$ cat src/rtl/regfile_write_arbiter_if.sv
// Write-request channel into the register-file write arbiter.
// One instance per requester: valid/addr/data out, ready back.
interface regfile_write_arbiter_if #(
  parameter int N      = 32,
  parameter int ADDR_W = 5
);
  logic              valid;
  logic [ADDR_W-1:0] addr;
  logic [N-1:0]      data;
  logic              ready;

  modport master (
    output valid, addr, data,
    input  ready
  );

  modport slave (
    input  valid, addr, data,
    output ready
  );
endinterface

$ cat src/rtl/regfile_write_arbiter.sv
// Round-robin share of the register-file write port between A and B.
// Optional macro RF_ARB_STATS_EN adds the saturating conflict counter.
module regfile_write_arbiter #(
  parameter int N      = 32,
  parameter int NREG   = 32,
  parameter int ADDR_W = 5
) (
  input  logic                   clk,
  input  logic                   reset,
  regfile_write_arbiter_if.slave a,
  regfile_write_arbiter_if.slave b,
  output logic [NREG-1:0]        reg_enable,
  output logic [N-1:0]           reg_wdata,
  output logic                   last_grant,
  output logic [15:0]            conflict_count
);

  typedef enum logic {
    PRIO_A = 1'b0,
    PRIO_B = 1'b1
  } prio_e;

  prio_e             prio_q, prio_d;
  logic              gnt_a, gnt_b, xfer;
  logic [ADDR_W-1:0] sel_addr;
  logic [N-1:0]      sel_data;
  logic [NREG-1:0]   en_d, en_q;
  logic [N-1:0]      wdata_d, wdata_q;
  logic              last_d, last_q;

  // Grant: lone requester wins, contention resolved by prio
  always_comb begin
    gnt_a = 1'b0;
    gnt_b = 1'b0;
    unique case (1'b1)
      (a.valid && b.valid): begin
        if (prio_q == PRIO_A) gnt_a = 1'b1;
        else                  gnt_b = 1'b1;
      end
      (a.valid && !b.valid): gnt_a = 1'b1;
      (!a.valid && b.valid): gnt_b = 1'b1;
      default: ;
    endcase
  end

  assign a.ready = gnt_a;
  assign b.ready = gnt_b;
  assign xfer    = gnt_a | gnt_b;

  // Next prio and staged write; x0 never raises an enable
  always_comb begin
    prio_d   = prio_q;
    sel_addr = gnt_b ? b.addr : a.addr;
    sel_data = gnt_b ? b.data : a.data;
    en_d     = '0;
    wdata_d  = wdata_q;
    last_d   = last_q;
    if (xfer) begin
      prio_d  = gnt_a ? PRIO_B : PRIO_A;
      wdata_d = sel_data;
      last_d  = gnt_b;
      for (int i = 1; i < NREG; i++) begin
        en_d[i] = (sel_addr == ADDR_W'(i));
      end
    end
  end

  // State and output stage; reset drops any staged write
  always_ff @(posedge clk or negedge reset) begin
    if (!reset) begin
      prio_q  <= PRIO_A;
      en_q    <= '0;
      wdata_q <= '0;
      last_q  <= 1'b0;
    end else begin
      prio_q  <= prio_d;
      en_q    <= en_d;
      wdata_q <= wdata_d;
      last_q  <= last_d;
    end
  end

  assign reg_enable = en_q;
  assign reg_wdata  = wdata_q;
  assign last_grant = last_q;

`ifdef RF_ARB_STATS_EN
  logic [15:0] cnt_q, cnt_d;

  // Count contended cycles, saturating at all-ones
  always_comb begin
    cnt_d = cnt_q;
    if (a.valid && b.valid && cnt_q != 16'hFFFF) begin
      cnt_d = cnt_q + 16'd1;
    end
  end

  // Counter register, cleared only by reset
  always_ff @(posedge clk or negedge reset) begin
    if (!reset) cnt_q <= '0;
    else        cnt_q <= cnt_d;
  end

  assign conflict_count = cnt_q;
`else
  assign conflict_count = '0;
`endif

endmodule
$ cat src/flat_wrapper.sv
// flat-port wrapper written by rule: the top's interface ports become plain ports
module regfile_write_arbiter_flat 
#(
  parameter int N      = 32,
  parameter int NREG   = 32,
  parameter int ADDR_W = 5
)
  (clk, reset, reg_enable, reg_wdata, last_grant, conflict_count, a_valid, a_addr, a_data, a_ready, b_valid, b_addr, b_data, b_ready);
  regfile_write_arbiter_if #(.N(N), .ADDR_W(ADDR_W)) a_i ();
  regfile_write_arbiter_if #(.N(N), .ADDR_W(ADDR_W)) b_i ();
  input  logic clk;
  input  logic reset;
  output logic [NREG-1:0] reg_enable;
  output logic [N-1:0] reg_wdata;
  output logic last_grant;
  output logic [15:0] conflict_count;
  input wire logic [$bits(a_i.valid)-1:0] a_valid;
  input wire logic [$bits(a_i.addr)-1:0] a_addr;
  input wire logic [$bits(a_i.data)-1:0] a_data;
  output wire logic [$bits(a_i.ready)-1:0] a_ready;
  input wire logic [$bits(b_i.valid)-1:0] b_valid;
  input wire logic [$bits(b_i.addr)-1:0] b_addr;
  input wire logic [$bits(b_i.data)-1:0] b_data;
  output wire logic [$bits(b_i.ready)-1:0] b_ready;
  assign a_i.valid = a_valid;
  assign a_i.addr = a_addr;
  assign a_i.data = a_data;
  assign a_ready = a_i.ready;
  assign b_i.valid = b_valid;
  assign b_i.addr = b_addr;
  assign b_i.data = b_data;
  assign b_ready = b_i.ready;
  regfile_write_arbiter #(.N(N), .NREG(NREG), .ADDR_W(ADDR_W)) u_core (.clk(clk), .reset(reset), .a(a_i), .b(b_i), .reg_enable(reg_enable), .reg_wdata(reg_wdata), .last_grant(last_grant), .conflict_count(conflict_count));
endmodule
$ cat config.mk
export PLATFORM = sky130hd
export DESIGN_NAME = regfile_write_arbiter_flat
export DESIGN_NICKNAME = d
export VERILOG_FILES = /design/src/rtl/regfile_write_arbiter_if.sv /design/src/rtl/regfile_write_arbiter.sv /design/src/flat_wrapper.sv
export SDC_FILE = /design/constraint.sdc
export NUM_CORES = 1
export LEC_CHECK = 0
export CELL_PAD_IN_SITES_DETAIL_PLACEMENT = 2
export CELL_PAD_IN_SITES_GLOBAL_PLACEMENT = 2
export CORE_ASPECT_RATIO = 1.75
export CORE_MARGIN = 2
export CORE_UTILIZATION = 23
export DETAILED_ROUTE_END_ITERATION = 8
export GPL_ROUTABILITY_DRIVEN = 1
export MAX_ROUTING_LAYER = met4
export PLACE_DENSITY_LB_ADDON = 0.1
export SLEW_MARGIN = 40
export SYNTH_ARGS = -nofsm -noshare
export SYNTH_HDL_FRONTEND = slang
export SYNTH_SLANG_ARGS = --single-unit
$ cat constraint.sdc
create_clock -name clk -period 2.35 [get_ports clk]
set_clock_uncertainty 0.15 [all_clocks]
set_input_delay 0.235 -clock clk [delete_from_list [all_inputs] [get_ports clk]]
set_output_delay 0.235 -clock clk [all_outputs]
set_load 0.01 [all_outputs]
# Word level (Yosys, flattened, before mapping)
# Cells that the tools add are included.
# op_classes
n_eq_ne	31
muxes	8
n_bitwise	1
n_reduce_logical	5
# ops
operator	n
$eq 5x5->1 const B	16
$eq 5x4->1 const B	8
$mux 32	1
$mux 31	1
$eq 5x3->1 const B	4
$eq 5x2->1 const B	2
$eq 5x1->1 const B	1
$mux 5	1
$pmux 1 s2	2
$logic_and 1x1->1	3
$mux 1	3
$logic_not 1->1	2
$or 1x1->1	1
# word_totals
register_bits	65
input_bits	78
out_inout_bits	83
elab_cells	49

# Longest topological paths before layout
# logic_depth
ltp_word	6
ltp_mapped	7
mapped_depth_nobuf	5

# Worst setup path after synthesis
# OpenSTA, ideal clock, no wires.
# synth_path
kind	reg2reg
startpoint	register u_core.prio_q
endpoint	register u_core.en_q[14], in the netlist u_core.reg_enable[14]
arrival_time_ns	1.314
required_ns	2.055
setup_slack_ns	0.741
path_stages_with_launch	7
path_cell_list	dfrtp_1 > nand2b_2 > nand2_2 > inv_4 > mux2i_2 > buf_2 > nor3_1
# synth_between
elab_chain_len	5
elab_cells_between_ends	8
# synth_lines
item	line	source
start, declared	regfile_write_arbiter.sv:23	prio_e prio_q, prio_d;
start signal, assigned	regfile_write_arbiter.sv:76	prio_q <= prio_d;
$mux 1 (*)	regfile_write_arbiter.sv:37	if (prio_q == PRIO_A) gnt_a = 1'b1;
$pmux 1 s2 (*)	regfile_write_arbiter.sv:35	unique case (1'b1)
net b_ready	flat_wrapper.sv:24	output wire logic [$bits(b_i.ready)-1:0] b_ready;
$mux 5	regfile_write_arbiter.sv:53	sel_addr = gnt_b ? b.addr : a.addr;
$eq 5x4->1	regfile_write_arbiter.sv:63	en_d[i] = (sel_addr == ADDR_W'(i));
$mux 31 (*)	regfile_write_arbiter.sv:58	if (xfer) begin
net u_core.en_d[14]	regfile_write_arbiter.sv:27	logic [NREG-1:0] en_d, en_q;
end signal, assigned	regfile_write_arbiter.sv:77	en_q <= en_d;
end, declared	regfile_write_arbiter.sv:27	
# Mark *: on every way through the listed nets, which the timed path passes. The rest lies on a longest branch.
# A chain may end at the register's enable or synchronous reset.

# Final worst setup path
# layout_path
startpoint	register u_core.prio_q
endpoint	output port b_ready
# layout_between
elab_chain_len	2
# layout_lines
item	line
$mux 1	regfile_write_arbiter.sv:37
$pmux 1 s2	regfile_write_arbiter.sv:35
end, declared	flat_wrapper.sv:24
# Every way passes these cells.

==> results.md <==
Timing:
- The count of pins over their slew limit is 0.
- Adding up every negative setup slack in the final design gives 0 ps.
- The count of final hold-check violations is 0.
- The minimum setup slack in the final design is 224.9 ps.
- The pin slew with the least headroom to its limit is 684.8 ps.
- Setup repair after global routing left no endpoint under its margin.
- The final setup violation count is 0.
- The final cycle utilization of the critical path is 0.9043.
- After layout, the minimum clock period comes to 2125 ps.
- The highest achievable clock rate is 470.6 MHz.
- The worst pin sits at a relative slew slack of 0.5435.
- The worst hold slack is 236.8 ps.

Layout:
- The net total in the final layout is 486.
- 0 antenna diodes ended up in the layout.
- Leaving out fill and tap cells, the most frequent cells in the layout are sky130_fd_sc_hd__clkdlybuf4s50_1 (141), sky130_fd_sc_hd__dfrtp_1 (65), sky130_fd_sc_hd__a21oi_1 (36).
- The area added between synthesis and finish is 67.33%.
- At the end of the flow the core is filled with cells to 0.3940.
- The multi-input combinational cell area is 0.001030 mm2.
- The area taken by flip-flops and latches is 0.001627 mm2.
- The final-layout fill cell count is 1327.
- The most frequent standard cell in the layout excluding fill and tap cells is sky130_fd_sc_hd__clkdlybuf4s50_1.
- Of the cells placed in the final design, the portion with a size suffix greater than 1 is 0.08717.

Yosys:
- The fraction of post-synthesis cell area in the top cell type by area is 0.5755.
- The async set-reset flop share out of synthesis is 1.000.
- The mux contribution to synthesized area is 0.1235.
- The number of flip-flops and latches in the synthesized netlist is 65.
- The number of enable-type register cells in the synthesized netlist is 0.
- The instance count of the mapped netlist is 260.
- The post-synthesis sequential area ratio is 0.5755.
- Of the total synthesized cell area, the portion taken by XOR and XNOR cells is 0.
- The number of unique standard cell types used by synthesis is 29.
- The cell area that synthesis handed to floorplanning was 0.002826 mm2.
- The fraction of the mapped netlist area in compound gates was 0.09916.
- Yosys printed 0 warnings.
- Yosys attributes the largest share of cell area to sky130_fd_sc_hd__dfrtp_1 (58%), sky130_fd_sc_hd__mux2i_1 (11%), sky130_fd_sc_hd__a21oi_1 (6.4%).
- Of the total synthesized cell area, the portion taken by full adders, half adders and majority gates is 0.
- The main flop type after synthesis is sky130_fd_sc_hd__dfrtp_1.
- The average size of a mapped cell is 10.87 um2.
- The post-synthesis simple-gate area fraction is 0.1191.
- The biggest area contributor in the post-synthesis netlist is sky130_fd_sc_hd__dfrtp_1.
- The largest family of logic cells by synthesized area is multiplexers.

Clock tree:
- The cell sitting at the root of the clock tree is a sky130_fd_sc_hd__clkbuf_16.
- TritonCTS built the clock tree.
- The TritonCTS buffer count is 9.
- After clock tree synthesis, the clock-pin slew on the worst setup and hold paths is 60 ps.
- Clock latency on the worst-skew pair, taken at its later pin, is 330 ps.
- Counting along the longest clock path gives a buffer depth of 2.
- Gates resized during post-CTS repair numbered 0.
- The sink count of the clock tree is 65.
- The H-tree generated during clock tree synthesis spans 3 levels.

Power:
- In this run the power density over the cells is 719.2 mW/mm2.
- The total power consumption of the routed design is 3402 uW.
- Summed over all cells, the static leakage comes to 0.002041 uW.
- The worst ir drop on vdd is 311.3 uV.

Global route:
- The total routing resource utilization after global routing is 0.1558.
- The initial antenna violation count is 0.
- The via count of the first global-routing pass came to 2683.
- The largest net degree at the start of global routing is 66.
- The remaining global-route overflow is 0.
- The first-pass GRT wire length is 14790 um.

Floorplanning:
- The area of the core is 0.01200 mm2.
- The floorplan die height is 150.6 um.
- The row count is 53.
- The floorplan step defined a die boundary enclosing 0.01323 mm2.
- The I/O pin count is 161.
- Measured along the x axis, the die boundary spans 87.80 um.
- The initial utilization of the core area, before any placement, comes to 0.2355.

Place:
- The HPWL after detailed placement is 7297 um.
- The congestion estimate from routability-driven global placement came to 0.7285.
- Timing analysis after detailed placement gives a worst setup slack of 348.4 ps.
- The count of buffers added on input and output ports is 143.

Critical path:
- STA classifies the critical path startpoint as a flip-flop.
- STA puts the critical path data arrival time at 1740 ps.
- The critical path endpoint category is an output port.
- Of all nets on the critical path, the largest fanout is 11.
- At the worst endpoint, the required time is 1970 ps.
- The setup path with the least slack is of type flip-flop to output port.

Drt:
- The number of vias after detailed routing is 2502.
- The via count normalized by instance count is 4.329.
- The remaining antenna violation count after routing is 0.
- Wires add up to 9807 um.
- The number of remaining DRC errors is 0.
- The first detailed-routing pass ran for 3 iterations.
- The final routed wire length divided by cell count is 16.97 um.
- The DRC violation total after the first TritonRoute iteration is 47.

Run status:
- The run finished with clean final reports.

Min path:
- The worst hold path belongs to the class primary input to async pin.

Job:
- The count of max-cap constraint violations is 0.
[timing repair]
action                    in CTS  in global routing
hold buffers                   1                  0
hold endpoints to repair      29                  0
buffers inserted               0                  0
[registers in the layout, summed over array words and instances (netlist names)]
name and flops:
u_core.prio_q 1, u_core.reg_wdata 32, u_core.last_grant 1, u_core.reg_enable 31
[worst paths after layout]
check,startpoint,cells after the start,end,slack (ps)
worst max-delay path,u_core.prio_q,4,b_ready,220
worst min-delay path,reset,2,u_core.reg_wdata[11],240
worst max register to register,u_core.prio_q,5,u_core.reg_wdata[16],450
worst min register to register,u_core.prio_q,1,u_core.prio_q,360
max in group asynchronous,reset,3,u_core.reg_enable[29],1260
min in group clk,b_data[23],3,u_core.reg_wdata[23],340
[stage by stage]
stage / cell area [um2] / instances
4_1_cts: 4727 / 578
3_5_place_dp: 4389 / 561
2_1_floorplan: 2887 / 276
6_report: 4730 / 578
5_1_grt: 4730 / 578
3_3_place_gp: 4389 / 561
[metal layers]
layer | vias up | global-route usage | share of wire
met5 | - | - | 0
met4 | 0 | 0.05077 | 0.012
met3 | 10 | 0.02906 | 0.045
met2 | 82 | 0.2830 | 0.58
met1 | 1247 | 0.1670 | 0.37
li1 | 1163 | - | -
[cell families (layout without fill, tap and decap cells)]
family / Yosys count / after routing
simple gates: 73 / 73
mux: 34 / 34
compound gates: 49 / 49
other cells: 1 / 17
flops: 65 / 65
buf+inv: 38 / 175
[power by group]
part | switching [uW] | leakage, uW | internal, uW
sequential | 44.7 | 0.000813 | 1210
combinational | 313 | 0.00107 | 365
clock | 531 | 0.000162 | 941
[Yosys cell counts (3+ instances only)]
| cell | number |
|---|---|
| sky130_fd_sc_hd__buf_4 | 18 |
| sky130_fd_sc_hd__nor3_1 | 31 |
| sky130_fd_sc_hd__buf_2 | 8 |
| sky130_fd_sc_hd__nor2_1 | 33 |
| sky130_fd_sc_hd__inv_1 | 5 |
| sky130_fd_sc_hd__clkbuf_1 | 3 |
| sky130_fd_sc_hd__a21oi_1 | 36 |
| sky130_fd_sc_hd__a31oi_1 | 4 |
| sky130_fd_sc_hd__mux2i_1 | 32 |
| sky130_fd_sc_hd__dfrtp_1 | 65 |
[critical path: stages (launching register included)]
cell and delay [ps]:
sky130_fd_sc_hd__dfrtp_1 390, sky130_fd_sc_hd__nand2b_2 270, sky130_fd_sc_hd__nand2_2 110, sky130_fd_sc_hd__inv_4 100, sky130_fd_sc_hd__clkdlybuf4s50_1 550
[layout make-up]
class	instances	share of cell area
Sequential cell	65	0.3439
Tap cell	165	0.04365
Multi-Input combinational cell	173	0.2177
Timing Repair Buffer	153	0.3201
Clock buffer	9	0.04762
Clock inverter	7	0.02169
Inverter	6	0.005291
Note: power is estimated with default switching activity, not from simulation.
